[src/rtl/id_stage.sv]
// rtl/id_stage.sv - RV32I OP-IMM/OP/BRANCH decode stage with operand forwarding
// and a one-entry valid/ready output register.
module id_stage #(
  parameter int XLEN   = 32,
  parameter int REG_AW = 5,
  parameter int FWD_EN = 1,
  parameter int CNT_W  = 16
) (
  input  logic              clk,
  input  logic              rst,
  input  logic              flush_i,
  input  logic              valid_i,
  output logic              ready_o,
  input  logic [XLEN-1:0]   inst_addr_i,
  input  logic [31:0]       inst_i,
  output logic [REG_AW-1:0] rs1_addr_o,
  output logic [REG_AW-1:0] rs2_addr_o,
  input  logic [XLEN-1:0]   rs1_data_i,
  input  logic [XLEN-1:0]   rs2_data_i,
  input  logic              ex_wen_i,
  input  logic [REG_AW-1:0] ex_rd_addr_i,
  input  logic [XLEN-1:0]   ex_rd_data_i,
  output logic              valid_o,
  input  logic              ready_i,
  output logic [XLEN-1:0]   inst_addr_o,
  output logic [31:0]       inst_o,
  output logic [XLEN-1:0]   op1_o,
  output logic [XLEN-1:0]   op2_o,
  output logic [REG_AW-1:0] rd_addr_o,
  output logic              reg_wen_o,
  output logic              illegal_o,
  output logic [CNT_W-1:0]  inst_cnt_o
);

  localparam logic [6:0] OPC_OP_IMM = 7'b0010011;
  localparam logic [6:0] OPC_OP     = 7'b0110011;
  localparam logic [6:0] OPC_BRANCH = 7'b1100011;
  localparam logic [6:0] F7_BASE    = 7'b0000000;
  localparam logic [6:0] F7_ALT     = 7'b0100000;

  logic [6:0] opcode;
  logic [2:0] funct3;
  logic [6:0] funct7;

  assign opcode = inst_i[6:0];
  assign funct3 = inst_i[14:12];
  assign funct7 = inst_i[31:25];

  logic              uses_rs1;
  logic              uses_rs2;
  logic [REG_AW-1:0] rs1_addr;
  logic [REG_AW-1:0] rs2_addr;
  logic [XLEN-1:0]   rs1_val;
  logic [XLEN-1:0]   rs2_val;

  // Forwarded EX result wins over the register file; x0 always reads as zero.
  function automatic logic [XLEN-1:0] src_value(
    input logic [REG_AW-1:0] addr,
    input logic [XLEN-1:0]   rf_data,
    input logic              fwd_wen,
    input logic [REG_AW-1:0] fwd_addr,
    input logic [XLEN-1:0]   fwd_data
  );
    logic [XLEN-1:0] v;
    if (addr == '0) begin
      v = '0;
    end else if ((FWD_EN != 0) && fwd_wen && (fwd_addr == addr)) begin
      v = fwd_data;
    end else begin
      v = rf_data;
    end
    return v;
  endfunction

  always_comb begin
    uses_rs1 = (opcode == OPC_OP_IMM) || (opcode == OPC_OP) || (opcode == OPC_BRANCH);
    uses_rs2 = (opcode == OPC_OP) || (opcode == OPC_BRANCH);
    rs1_addr = uses_rs1 ? REG_AW'(inst_i[19:15]) : '0;
    rs2_addr = uses_rs2 ? REG_AW'(inst_i[24:20]) : '0;
    rs1_val  = src_value(rs1_addr, rs1_data_i, ex_wen_i, ex_rd_addr_i, ex_rd_data_i);
    rs2_val  = src_value(rs2_addr, rs2_data_i, ex_wen_i, ex_rd_addr_i, ex_rd_data_i);
  end

  assign rs1_addr_o = rs1_addr;
  assign rs2_addr_o = rs2_addr;

  logic              dec_legal;
  logic              dec_writes;
  logic [XLEN-1:0]   dec_op1;
  logic [XLEN-1:0]   dec_op2;
  logic [REG_AW-1:0] dec_rd;
  logic              dec_wen;
  logic [XLEN-1:0]   imm_i;
  logic [XLEN-1:0]   shamt;

  assign imm_i = {{(XLEN-12){inst_i[31]}}, inst_i[31:20]};
  assign shamt = {{(XLEN-5){1'b0}}, inst_i[24:20]};

  always_comb begin
    dec_legal  = 1'b0;
    dec_writes = 1'b0;
    dec_op1    = '0;
    dec_op2    = '0;
    dec_rd     = '0;
    dec_wen    = 1'b0;
    case (opcode)
      OPC_OP_IMM: begin
        dec_writes = 1'b1;
        dec_op1    = rs1_val;
        case (funct3)
          3'b001: begin
            dec_legal = (funct7 == F7_BASE);
            dec_op2   = shamt;
          end
          3'b101: begin
            dec_legal = (funct7 == F7_BASE) || (funct7 == F7_ALT);
            dec_op2   = shamt;
          end
          default: begin
            dec_legal = 1'b1;
            dec_op2   = imm_i;
          end
        endcase
      end
      OPC_OP: begin
        dec_writes = 1'b1;
        dec_op1    = rs1_val;
        dec_op2    = rs2_val;
        dec_legal  = (funct7 == F7_BASE) ||
                     ((funct7 == F7_ALT) && ((funct3 == 3'b000) || (funct3 == 3'b101)));
      end
      OPC_BRANCH: begin
        dec_op1   = rs1_val;
        dec_op2   = rs2_val;
        dec_legal = (funct3 != 3'b010) && (funct3 != 3'b011);
      end
      default: begin
        dec_legal = 1'b0;
      end
    endcase
    // Illegal encodings collapse to a NOP bundle.
    if (!dec_legal) begin
      dec_op1 = '0;
      dec_op2 = '0;
    end else if (dec_writes) begin
      dec_rd  = REG_AW'(inst_i[11:7]);
      dec_wen = (dec_rd != '0);
    end
  end

  logic              valid_q,     valid_d;
  logic [XLEN-1:0]   inst_addr_q, inst_addr_d;
  logic [31:0]       inst_q,      inst_d;
  logic [XLEN-1:0]   op1_q,       op1_d;
  logic [XLEN-1:0]   op2_q,       op2_d;
  logic [REG_AW-1:0] rd_q,        rd_d;
  logic              wen_q,       wen_d;
  logic              illegal_q,   illegal_d;
  logic [CNT_W-1:0]  cnt_q,       cnt_d;
  logic              accept;

  assign ready_o = !valid_q || ready_i;
  assign accept  = valid_i && ready_o && !flush_i;

  always_comb begin
    valid_d     = valid_q;
    inst_addr_d = inst_addr_q;
    inst_d      = inst_q;
    op1_d       = op1_q;
    op2_d       = op2_q;
    rd_d        = rd_q;
    wen_d       = wen_q;
    illegal_d   = illegal_q;
    cnt_d       = cnt_q;
    if (flush_i) begin
      valid_d = 1'b0;
    end else if (accept) begin
      valid_d     = 1'b1;
      inst_addr_d = inst_addr_i;
      inst_d      = inst_i;
      op1_d       = dec_op1;
      op2_d       = dec_op2;
      rd_d        = dec_rd;
      wen_d       = dec_wen;
      illegal_d   = !dec_legal;
      cnt_d       = cnt_q + CNT_W'(1);
    end else if (ready_i) begin
      valid_d = 1'b0;
    end
  end

  always_ff @(posedge clk or posedge rst) begin
    if (rst) begin
      valid_q     <= 1'b0;
      inst_addr_q <= '0;
      inst_q      <= '0;
      op1_q       <= '0;
      op2_q       <= '0;
      rd_q        <= '0;
      wen_q       <= 1'b0;
      illegal_q   <= 1'b0;
      cnt_q       <= '0;
    end else begin
      valid_q     <= valid_d;
      inst_addr_q <= inst_addr_d;
      inst_q      <= inst_d;
      op1_q       <= op1_d;
      op2_q       <= op2_d;
      rd_q        <= rd_d;
      wen_q       <= wen_d;
      illegal_q   <= illegal_d;
      cnt_q       <= cnt_d;
    end
  end

  assign valid_o     = valid_q;
  assign inst_addr_o = inst_addr_q;
  assign inst_o      = inst_q;
  assign op1_o       = op1_q;
  assign op2_o       = op2_q;
  assign rd_addr_o   = rd_q;
  assign reg_wen_o   = wen_q;
  assign illegal_o   = illegal_q;
  assign inst_cnt_o  = cnt_q;

endmodule
[config.mk]
export PLATFORM = sky130hd
export DESIGN_NAME = id_stage
export DESIGN_NICKNAME = d
export VERILOG_FILES = /design/src/rtl/id_stage.sv
export SDC_FILE = /design/constraint.sdc
export NUM_CORES = 1
export LEC_CHECK = 0
export BUFFER_PORTS_ARGS = -buffer_cell sky130_fd_sc_hd__buf_2
export CORE_ASPECT_RATIO = 0.75
export CORE_MARGIN = 4
export CORE_UTILIZATION = 40
export CTS_CLUSTER_SIZE = 30
export DETAILED_ROUTE_END_ITERATION = 16
export PLACE_DENSITY = 0.71
export SLEW_MARGIN = 20
export SYNTH_ARGS = -nofsm -noshare
export SYNTH_HDL_FRONTEND = slang
export SYNTH_SLANG_ARGS = --single-unit
export TNS_END_PERCENT = 5
[constraint.sdc]
create_clock -name clk -period 11.02 [get_ports clk]
set_clock_uncertainty 0.05 [all_clocks]
set_input_delay 2.204 -clock clk [delete_from_list [all_inputs] [get_ports clk]]
set_output_delay 2.204 -clock clk [all_outputs]
set_load 0.005 [all_outputs]
==> results of run 1 <==
==> area by class of cell <==
class                   count  area share
repair buffers            341      0.1861
flip-flops and latches    152      0.4091
multi-input cells         511      0.3078
well taps                 215     0.02893
diodes                      2   0.0005383
clock inverters            12     0.01534
clock buffers              19     0.04764
inverters                  10    0.004575
==> per-stage QoR <==
step                      area (µm²)  utilization
after global placement          8703       0.5173
after global routing            9298       0.5526
after CTS                       9289       0.5521
final                           9298       0.5526
after detailed placement        8703       0.5173
after floorplan                 6843            -
==> metal layers <==
layer / vias up / track usage / wire length, µm
met5: - / 0 / 13
met4: 2 / 0.05420 / 243
met3: 18 / 0.08964 / 2328
met2: 306 / 0.3695 / 10850
met1: 3085 / 0.3057 / 9296
li1: 3060 / - / -
==> worst max-delay path, stage by stage <==
cell and delay, ns:
buf_2 0.11, and4bb_2 0.35, and3_1 0.30, and2_1 0.16, buf_2 0.11
==> registers in the layout, indices dropped and copies added, names as in the netlist <==
name	count
op1_o	32
illegal_o	1
reg_wen_o	1
valid_o	1
op2_o	32
inst_addr_o	32
inst_cnt_o	16
rd_addr_o	5
inst_o	32
==> cells in the final DEF, fill, tap and decap left out, drive strengths merged, types with 2 or more instances in the layout <==
master,count
nand2,271
a211oi,2
clkinvlp,4
inv,14
a22o,6
or2,2
or3b,2
a31oi,2
nor4,2
dfrtp,152
o2111ai,2
o41ai,2
a32oi,5
and3,2
o221ai,22
buf,341
bufinv,2
clkbuf,19
mux2i,44
xnor2,14
a22oi,7
diode,2
nor3,6
nor2,14
nand3,7
a21oi,3
clkinv,2
o21ai,49
nor2b,3
nand3b,4
nand4,6
nor4bb,2
and2,9
xor2,6
==> how the worst max path moves through the flow <==
stage,start,to,slack [ns],cells after the start
after floorplan,rst,illegal_o,4.67,1
after global placement,inst_i[2],rs2_addr_o[4],5.57,5
after detailed placement,inst_i[2],rs2_addr_o[2],5.54,5
after CTS,inst_i[2],rs2_addr_o[2],5.53,5
after global routing,inst_i[2],rs2_addr_o[1],5.44,5
final,inst_i[2],rs2_addr_o[2],5.52,5
==> synth_stat cells, types with 3 or more instances <==
master | count | share of area
inv_1 | 10 | 0.0055
mux2i_1 | 44 | 0.064
nor2b_1 | 3 | 0.0027
o21ai_1 | 4 | 0.0029
xor2_1 | 6 | 0.0077
a22o_1 | 6 | 0.0077
a22oi_1 | 7 | 0.0077
nand2_1 | 271 | 0.15
nand4_1 | 6 | 0.0055
buf_1 | 6 | 0.0033
xnor2_1 | 14 | 0.018
dfrtp_1 | 152 | 0.56
clkbuf_1 | 22 | 0.012
buf_2 | 8 | 0.0059
nand3b_1 | 4 | 0.0044
nor2_1 | 14 | 0.0077
nor3_1 | 5 | 0.0037
o221ai_1 | 20 | 0.026
a32oi_1 | 5 | 0.0064
nand3_1 | 7 | 0.0051
and2_1 | 8 | 0.0073
o21ai_0 | 45 | 0.033
==> power breakdown <==
part           internal, mW  switching [mW]  total (mW)
sequential            0.603          0.0323       0.635
clock                 0.342           0.235       0.577
combinational        0.0836           0.108       0.191
total                  1.03           0.375        1.40
==> cells by family (layout without fill, tap and decap cells) <==
logic type | count (synthesis) | after routing | share of synthesized area
multiplexers | 44 | 44 | 0.06436
other | 0 | 2 | 0
flip-flops | 152 | 152 | 0.5559
AND/OR/NAND/NOR | 337 | 337 | 0.2083
adder cells (fa/ha/maj) | 1 | 1 | 0.001828
buffers and inverters | 50 | 382 | 0.03218
AO/OA/AOI/OAI | 109 | 109 | 0.1119
XOR/XNOR | 20 | 20 | 0.02560
==> reports/results.txt, run 1 <==
number of max-cap violations -> 0
Layout area overhead -> 35.87%
sequential area share after synthesis -> 0.5559
cts repair resizes -> 0
number of synthesized flops with an enable pin -> 0
Worst-Margin Slew -> 1.081 ns
CTS HTree Levels -> 4
hold depth -> 2
Max Clk Rate -> 181.9 MHz
Syn Nets -> 885
Die ar. -> 19,290 µm²
Hold Slack -> 0.4122 ns
Post-CTS Setup Repair Bufs -> 0
final-layout fill cell count -> 1,585
Total Power -> 1.404 mW
clock buffers created by TritonCTS -> 17
flop2flop setup slack -> 8.31 ns
DR vias -> 6,471
Reg area -> 3804 µm²
per-cell routed wire length -> 18.01 µm
Setup Viol. Count Final -> 0
global route overflow -> 0
leakage power -> 5.284 nW
Multi-input gate area -> 2861 µm²
DRC -> 0
initial antenna violation count -> 3
worst hold path type -> reg -> reg
first-pass GRT wire length -> 35,360 µm
Root Driver -> clkbuf_16
maximum vdd drop -> 0.08686 mV
startpoint types -> primary input
placed cell count -> 1,229
Critical Path Fanout Max -> 7
Slew Limit Headroom -> 0.2748
PD cells -> 151.0 nW/µm²
PortBufs -> 333
post-route ant nets -> 0
crit path DAT -> 3.24 ns
synth unique cells -> 56
initial drt markers -> 449
clock sink total -> 152
pre-CTS WS -> 5.537 ns
dominant synthesized flop cell -> dfrtp_1
synthesized cell area -> 6843 µm²
die width -> 159.0 µm
CTS tree -> yes
hold buffers post-CTS -> 0
setup_tns -> 0 ns
Final Non-Filler Cells -> 1,262
r2r startpoint -> valid_o
critical path class -> in -> out
period utilisation layout -> 0.4989
reg2reg path depth -> 8
unrepaired setup endpoints after global routing -> no
HP Start -> op2_o[16]
status -> complete, no violations
synth warn -> 0
Yosys reg bits -> 152
GP Congestion -> 0.8536
drt pass-1 iters -> 5
final hold vios -> 0
vias per cell -> 5.128
hold endpoint -> op2_o[16]
end of the worst register-to-register path -> inst_cnt_o[5]
row count -> 41
total global-route track usage -> 0.2332
layout cells sized above 1 -> 0.3694
final net count -> 1,205
die height -> 121.3 µm
post-route minimum period -> 5.498 ns
I/O Pins -> 334
Initial Utilization -> 0.4067
WL final -> 22,730 µm
final slew viol count -> 0
syn_area_per_cell -> 9.597 µm²
Synth async-reset ratio -> 1.000
HPWL after DPL -> 16,950 µm
Bufs on Longest Clock Path -> 2
Critical Path RT -> 8.77 ns
Setup crit end kind -> output pin
clk_lat worst skew -> 0.42 ns
cells after synthesis -> 713
Worst-path clk slew -> 0.06 ns
core area -> 16,830 µm²
number of global-route vias before repair -> 6,267
final worst slack -> 5.522 ns
largest net degree at the start of global routing -> 85
(Power assumes the default switching activity.)
==> run 2, diff against run 1 <==
ABC_AREA = 1   (was default)
PLACE_DENSITY = 0.69   (was 0.71)
clock period = 5.4 ns   (was 11.02 ns; I/O delays follow)
==> run 2 against run 1 <==
Net effect:
- total power is 110% higher
- register-to-register slack worse by 5.3 ns
- synthesized area is 16% higher
- critical path depth is 9 higher
- setup slack worse by 3.7 ns
- via count is 23% higher
- combinational power is 130% higher
- sequential power is 100% higher
- non-clock buffer count is 3 lower
- final area is 10% higher
- sequential share of layout area is 3.7 points lower
- highest routed layer unchanged
==> reports/results.txt, run 2 <==
top cell type's share of synthesized area -> 0.4812 (-0.07462)
worst hold path type -> reg -> reg
unrepaired setup endpoints after global routing -> no
synthesized cell area -> 7904 µm² (+16%)
Max Clk Rate -> 279.4 MHz
startpoint types -> primary input
Synth async-reset ratio -> 1.000 (unchanged)
largest net degree at the start of global routing -> 108 (+27%)
I/O Pins -> 334 (unchanged)
post-route cell area -> 10,230 µm² (+10%)
PD cells -> 287.0 nW/µm² (+90%)
commonest cells after routing, fill and taps aside -> nand2_1 (484), buf_2 (333), dfrtp_1 (152)
clock buffers created by TritonCTS -> 17 (unchanged)
maximum vdd drop -> 0.1920 mV (+120%)
ant diodes -> 0 (-2)
worst path bufs/invs -> 1 (-1)
total global-route track usage -> 0.2348 (+0.001657)
global route overflow -> 0 (unchanged)
first-pass GRT wire length -> 40,500 µm (+15%)
Area contributors post-synth -> dfrtp_1 (48%), nand2_1 (23%), inv_1 (6.3%)
crit path DAT -> 3.88 ns (+0.64 ns)
synth warn -> 0 (unchanged)
DRC -> 0 (unchanged)
period utilisation layout -> 0.6627
CTS tree -> yes
CP dominant cell by count -> nand2_1
cts repair resizes -> 0 (unchanged)
DR vias -> 7,962 (+23%)
HPWL after DPL -> 19,560 µm (+15%)
row count -> 44 (+7.3%)
Total Power -> 2.936 mW (+110%)
cells after synthesis -> 1,070 (+50%)
slowest stage delay, CP -> 0.61 ns (+0.26 ns)
number of synthesized flops with an enable pin -> 0 (unchanged)
initial antenna violation count -> 1 (-2)
worst-path cell chain -> buf_2, nor2_1, nand2_1, a21oi_4, nand2_2, nand2_1, nand2_1, nor2_4, nand3_4, nand2_1, nand3_1, nand2_1, nand2_1, nand2_1
top post-synthesis cells by count -> nand2_1 (485), dfrtp_1 (152), inv_1 (133)
Setup crit end kind -> flip-flop
per-cell routed wire length -> 16.45 µm (-8.7%)
Yosys reg bits -> 152 (unchanged)
Syn Nets -> 1,242 (+40%)
drt pass-1 iters -> 5 (unchanged)
synth unique cells -> 33 (-41%)
Placed Area -> 9653 µm² (+11%)
leakage power -> 6.497 nW (+23%)
Critical Path RT -> 5.70 ns (-3.07 ns)
core area -> 19,380 µm² (+15%)
final slew viol count -> 0 (unchanged)
dominant synthesized flop cell -> dfrtp_1
Root Driver -> clkbuf_16
number of global-route vias before repair -> 7,194 (+15%)
sequential area share after synthesis -> 0.4812 (-0.07462)
Slew Limit Headroom -> 0.2403 (-0.03452)
syn_area_per_cell -> 7.387 µm² (-23%)
critical path class -> in -> reg
die width -> 170.3 µm (+7.1%)
Setup Viol. Count Final -> 0 (unchanged)
die height -> 129.7 µm (+7.0%)
final net count -> 1,542 (+28%)
most common cell after layout, fill and taps aside -> nand2_1
Layout area overhead -> 29.46%
setup_tns -> 0 ns (unchanged)
Post-CTS Setup Repair Bufs -> 0 (unchanged)
Die ar. -> 22,100 µm² (+15%)
final-layout fill cell count -> 1,921 (+21%)
critical path's top delay family -> simple AND/OR/NAND/NOR gates
GP Congestion -> 0.8323 (-2.5%)
Worst-Margin Slew -> 1.140 ns (+0.05830 ns)
clk_lat worst skew -> 0.42 ns (about the same)
layout cells sized above 1 -> 0.2936 (-0.07581)
post-route minimum period -> 3.579 ns
Critical Path Fanout Max -> 33 (+26)
slowest CP cell -> nor2_4
Worst-path clk slew -> 0.06 ns (about the same)
vias per cell -> 4.867 (-5.1%)
status -> complete, no violations
number of max-cap violations -> 0 (unchanged)
leading cell type by number of instances after synthesis -> nand2_1
hold buffers post-CTS -> 0 (unchanged)
WL final -> 26,910 µm (+18%)
Initial Utilization -> 0.4079 (+0.001187)
biggest area consumer among synthesized cells -> dfrtp_1
Bufs on Longest Clock Path -> 2 (unchanged)
initial drt markers -> 599 (+33%)
final hold vios -> 0 (unchanged)
CTS HTree Levels -> 4 (unchanged)
post-route ant nets -> 0 (unchanged)
clock sink total -> 152 (unchanged)
PortBufs -> 333 (unchanged)
## run 2: cell count changes after synthesis, sizes merged, moves of 15 or more
| cell | before | now |
|---|---|---|
| nand2 | 271 | 500 |
| inv | 10 | 138 |
| nand3 | 7 | 82 |
| nand4 | 6 | 74 |
| mux2i | 44 | 0 |
| o21ai | 49 | 14 |
| o221ai | 22 | 1 |
| buf | 18 | 33 |
## run 2: kinds of logic (layout without fill, tap and decap cells)
logic type | count (synthesis) | in the layout | synth area share
adders and majority gates | 1 | 1 | 0.001583
AOI/OAI and AO/OA | 21 | 21 | 0.01789
buffers and inverters | 196 | 509 | 0.1023
and+or+nand+nor | 686 | 686 | 0.3815
xor gates and xnor gates | 14 | 14 | 0.01551
DFF | 152 | 152 | 0.4812
## run 2: worst min-delay path, delay by kind of cell, from the launching register on
kind          cells  cell delay, ns
simple gates      2            0.10
flops             1            0.34
## run 2: path summary, 6_finish.rpt
check                           startpoint         end  slack [ns]  depth (start not counted)
worst max-delay path             inst_i[3]    op2_o[3]        1.82                         14
worst min-delay path              op2_o[5]    op2_o[5]        0.42                          2
worst max register to register     valid_o  inst_o[29]        3.04                          4
worst min register to register    op2_o[5]    op2_o[5]        0.42                          2
max in group asynchronous              rst   op2_o[12]        3.52                          3
min in group asynchronous              rst   inst_o[5]        0.82                          2
## run 2: through the flow
stage | utilization | hold slack (ns) | std cells | setup slack (ns)
floorplan | - | 0.4182 | 1070 | 0.1769
global placement | 0.4981 | 0.4079 | 1604 | 1.463
detailed placement | 0.4981 | 0.4099 | 1604 | 1.390
CTS | 0.5280 | 0.4272 | 1636 | 1.875
global route | 0.5280 | 0.4375 | 1636 | 1.576
finish | 0.5280 | 0.4234 | 1636 | 1.821
## run 2: final cells by class
class                   instances  area (µm²)  area share
clock buffers                  18       439.2     0.04292
multi-input cells             722        3299      0.3225
clock inverters                14       140.1     0.01370
inverters                     139       529.3     0.05172
flip-flops and latches        152        3804      0.3717
well taps                     253       316.6     0.03094
repair buffers                338        1704      0.1665
## run 2: where the power goes
| group | switching, mW | internal (mW) | total [mW] |
|---|---|---|---|
| Combinational | 0.264 | 0.185 | 0.448 |
| Clock | 0.527 | 0.659 | 1.19 |
| Sequential | 0.0661 | 1.24 | 1.30 |
| Total | 0.857 | 2.08 | 2.94 |
## run 2: routing by layer
metal	track usage	routed length [µm]
met2	0.3650	12100
met5	0	13
met4	0.04836	358
met1	0.3372	12130
met3	0.05754	2310
==> run 3, diff against run 2 <==
clock period = 3.45 ns   (was 5.4 ns; I/O delays follow)
==> run 3 against run 2 <==
Net effect:
- non-clock buffer count grew 9
- first-iteration DRC count is 16% higher
- critical path depth down 5
- hold slack got worse by 0.042 ns
- combinational power increased by 59%
- utilization grew 0.52 points
- register-to-register slack lost 1.8 ns
- routed wire length grew 0.17%
- total power increased by 59%
- via count increased by 1.0%
- die area did not move
- global-route usage decreased by 0.13 points
- largest power group unchanged
==> reports/results.txt, run 3 (synthesis gave the netlist of run 2 again) <==
status -> complete, no violations
PortBufs -> 333 (unchanged)
worst path bufs/invs -> 4 (+3)
Root Driver -> clkbuf_16
reg2reg path depth -> 9 (+5)
Worst-path clk slew -> 0.07 ns (about the same)
leakage power -> 6.564 nW (+1.0%)
final slew viol count -> 0 (unchanged)
row count -> 44 (unchanged)
Max Clk Rate -> 372.4 MHz
crit path DAT -> 1.95 ns (-1.93 ns)
core area -> 19,380 µm² (unchanged)
P_int -> 3.270 mW (+57%)
die width -> 170.3 µm (unchanged)
hold buffers post-CTS -> 0 (unchanged)
final hold vios -> 0 (unchanged)
clock power share -> 0.410 (+0.006)
clk_lat worst skew -> 0.42 ns (about the same)
period utilisation layout -> 0.7784
Slew Limit Headroom -> 0.4389 (+0.1987)
number of global-route vias before repair -> 7,416 (+3.1%)
combinational share of power -> 0.153 (about the same)
per-cell routed wire length -> 16.37 µm (-0.44%)
DRC -> 0 (unchanged)
Critical Path RT -> 2.71 ns (-2.99 ns)
layout cells sized above 1 -> 0.2974 (+0.003849)
unrepaired setup endpoints after global routing -> no
setup_tns -> 0 ns (unchanged)
CP dominant cell by count -> buf_2
vias per cell -> 4.888 (+0.43%)
final core utilization -> 0.5333 (+0.005230)
initial drt markers -> 696 (+16%)
CTS HTree Levels -> 4 (unchanged)
startpoint types -> primary input
Psw -> 1.399 mW (+63%)
clock sink total -> 152 (unchanged)
drt pass-1 iters -> 5 (unchanged)
Critical Path Fanout Max -> 10 (-70%)
largest net degree at the start of global routing -> 153 (+42%)
DR vias -> 8,045 (+1.0%)
Initial Utilization -> 0.4079 (unchanged)
maximum vdd drop -> 0.3137 mV (+63%)
Setup Viol. Count Final -> 0 (unchanged)
Worst-Margin Slew -> 0.8416 ns (-0.2980 ns)
CTS tree -> yes
I/O Pins -> 334 (unchanged)
Final Non-Filler Cells -> 1,646 (+0.61%)
Setup crit end kind -> output pin
Worst path depth -> 9 (-5)
GP Congestion -> 0.8660 (+4.0%)
slowest CP cell -> a21oi_4
worst-path cell chain -> buf_2, nor2_1, nand2_1, a21oi_4, inv_4, nand2_4, nand2_2, inv_2, buf_2
number of max-cap violations -> 0 (unchanged)
Post-CTS Setup Repair Bufs -> 0 (unchanged)
Layout area overhead -> 30.74%
final net count -> 1,551 (+0.58%)
Sequential Power Share -> 0.437 (-0.007)
slowest stage delay, CP -> 0.36 ns (-0.25 ns)
WL final -> 26,950 µm (+0.17%)
PD cells -> 451.8 nW/µm² (+57%)
Placed Area -> 9732 µm² (+0.82%)
critical path's top delay family -> simple AND/OR/NAND/NOR gates
most common cell after layout, fill and taps aside -> nand2_1
initial antenna violation count -> 1 (unchanged)
first-pass GRT wire length -> 40,650 µm (+0.36%)
total global-route track usage -> 0.2335 (-0.001268)
Die ar. -> 22,100 µm² (unchanged)
post-route minimum period -> 2.685 ns
post-route cell area -> 10,330 µm² (+0.99%)
clock buffers created by TritonCTS -> 17 (unchanged)
die height -> 129.7 µm (unchanged)
post-route ant nets -> 0 (unchanged)
hold depth -> 2 (unchanged)
HPWL after DPL -> 19,840 µm (+1.5%)
worst hold path type -> in -> reg
placed cell count -> 1,613 (+0.56%)
cts repair resizes -> 0 (unchanged)
global route overflow -> 0 (unchanged)
Bufs on Longest Clock Path -> 2 (unchanged)
commonest cells after routing, fill and taps aside -> nand2_1 (484), buf_2 (333), dfrtp_1 (152)
critical path class -> in -> out
Switching Share -> 0.2996 (+0.007878)
run 3: cell types whose count changed in the layout (fill, tap and decap cells not counted), sizes merged:
cell | previous run | this run
buf | 338 | 347
clkbuf | 18 | 17
clkinv | 6 | 4
clkinvlp | 4 | 2
diode | 0 | 1
inv | 142 | 147
run 3: path summary, 6_finish.rpt:
| check | endpoint | slack, ns | start |
|---|---|---|---|
| max reg2reg | inst_cnt_o[15] | 1.26 | valid_o |
| min reg2reg | inst_addr_o[15] | 0.43 | inst_addr_o[15] |
| min | valid_o | 0.38 | flush_i |
| max in group asynchronous | op2_o[9] | 2.26 | rst |
| min in group asynchronous | inst_addr_o[23] | 0.48 | rst |
| max | rs1_addr_o[4] | 0.76 | inst_i[3] |
run 3: layer usage:
layer	vias to the layer above	track usage	part of all wire	wire, µm
li1	3930	-	-	-
met1	3774	0.3207	0.45	12030
met2	310	0.3731	0.46	12340
met3	29	0.06390	0.081	2191
met4	2	0.05352	0.014	371
met5	-	0	0.00045	12
run 3: worst register-to-register path, stage by stage (launching register included):
cell and delay, ns:
dfrtp_1 0.38, nand2_1 0.15, nand2_4 0.28, nor2_1 0.25
nand3_1 0.16, nor3_1 0.27, nand2_1 0.10, nor2_1 0.17
nand4_1 0.13, xnor2_1 0.15
run 3: metrics by stage:
stage                     power, mW  worst slack, ns  hold slack (ns)
after CTS                     4.711           0.7630           0.3603
after detailed placement      2.790           0.3611           0.4092
after global placement        2.774           0.4540           0.4054
after floorplan               2.409           0.7931           0.4182
after global routing          4.893           0.5951           0.3698
final                         4.669           0.7646           0.3814
run 3: power by group through the flow:
stage                     sequential, mW  clock [mW]  combinational (mW)
after global placement              2.07           0               0.708
after global routing                2.06        2.04               0.798
after detailed placement            2.07           0               0.720
final                               2.04        1.92               0.714
after CTS                           2.04        1.95               0.723
after floorplan                     2.08           0               0.329
run 3: final cells by class:
| class | instances | area [µm²] |
|---|---|---|
| antenna | 1 | 2.502 |
| clock buffer | 17 | 425.4 |
| clock inverter | 15 | 173.9 |
| fill | 1894 | 9045 |
| inverter | 139 | 528.0 |
| multi-input combinational | 722 | 3299 |
| sequential | 152 | 3804 |
| tap | 253 | 316.6 |
| timing repair buffer | 347 | 1784 |
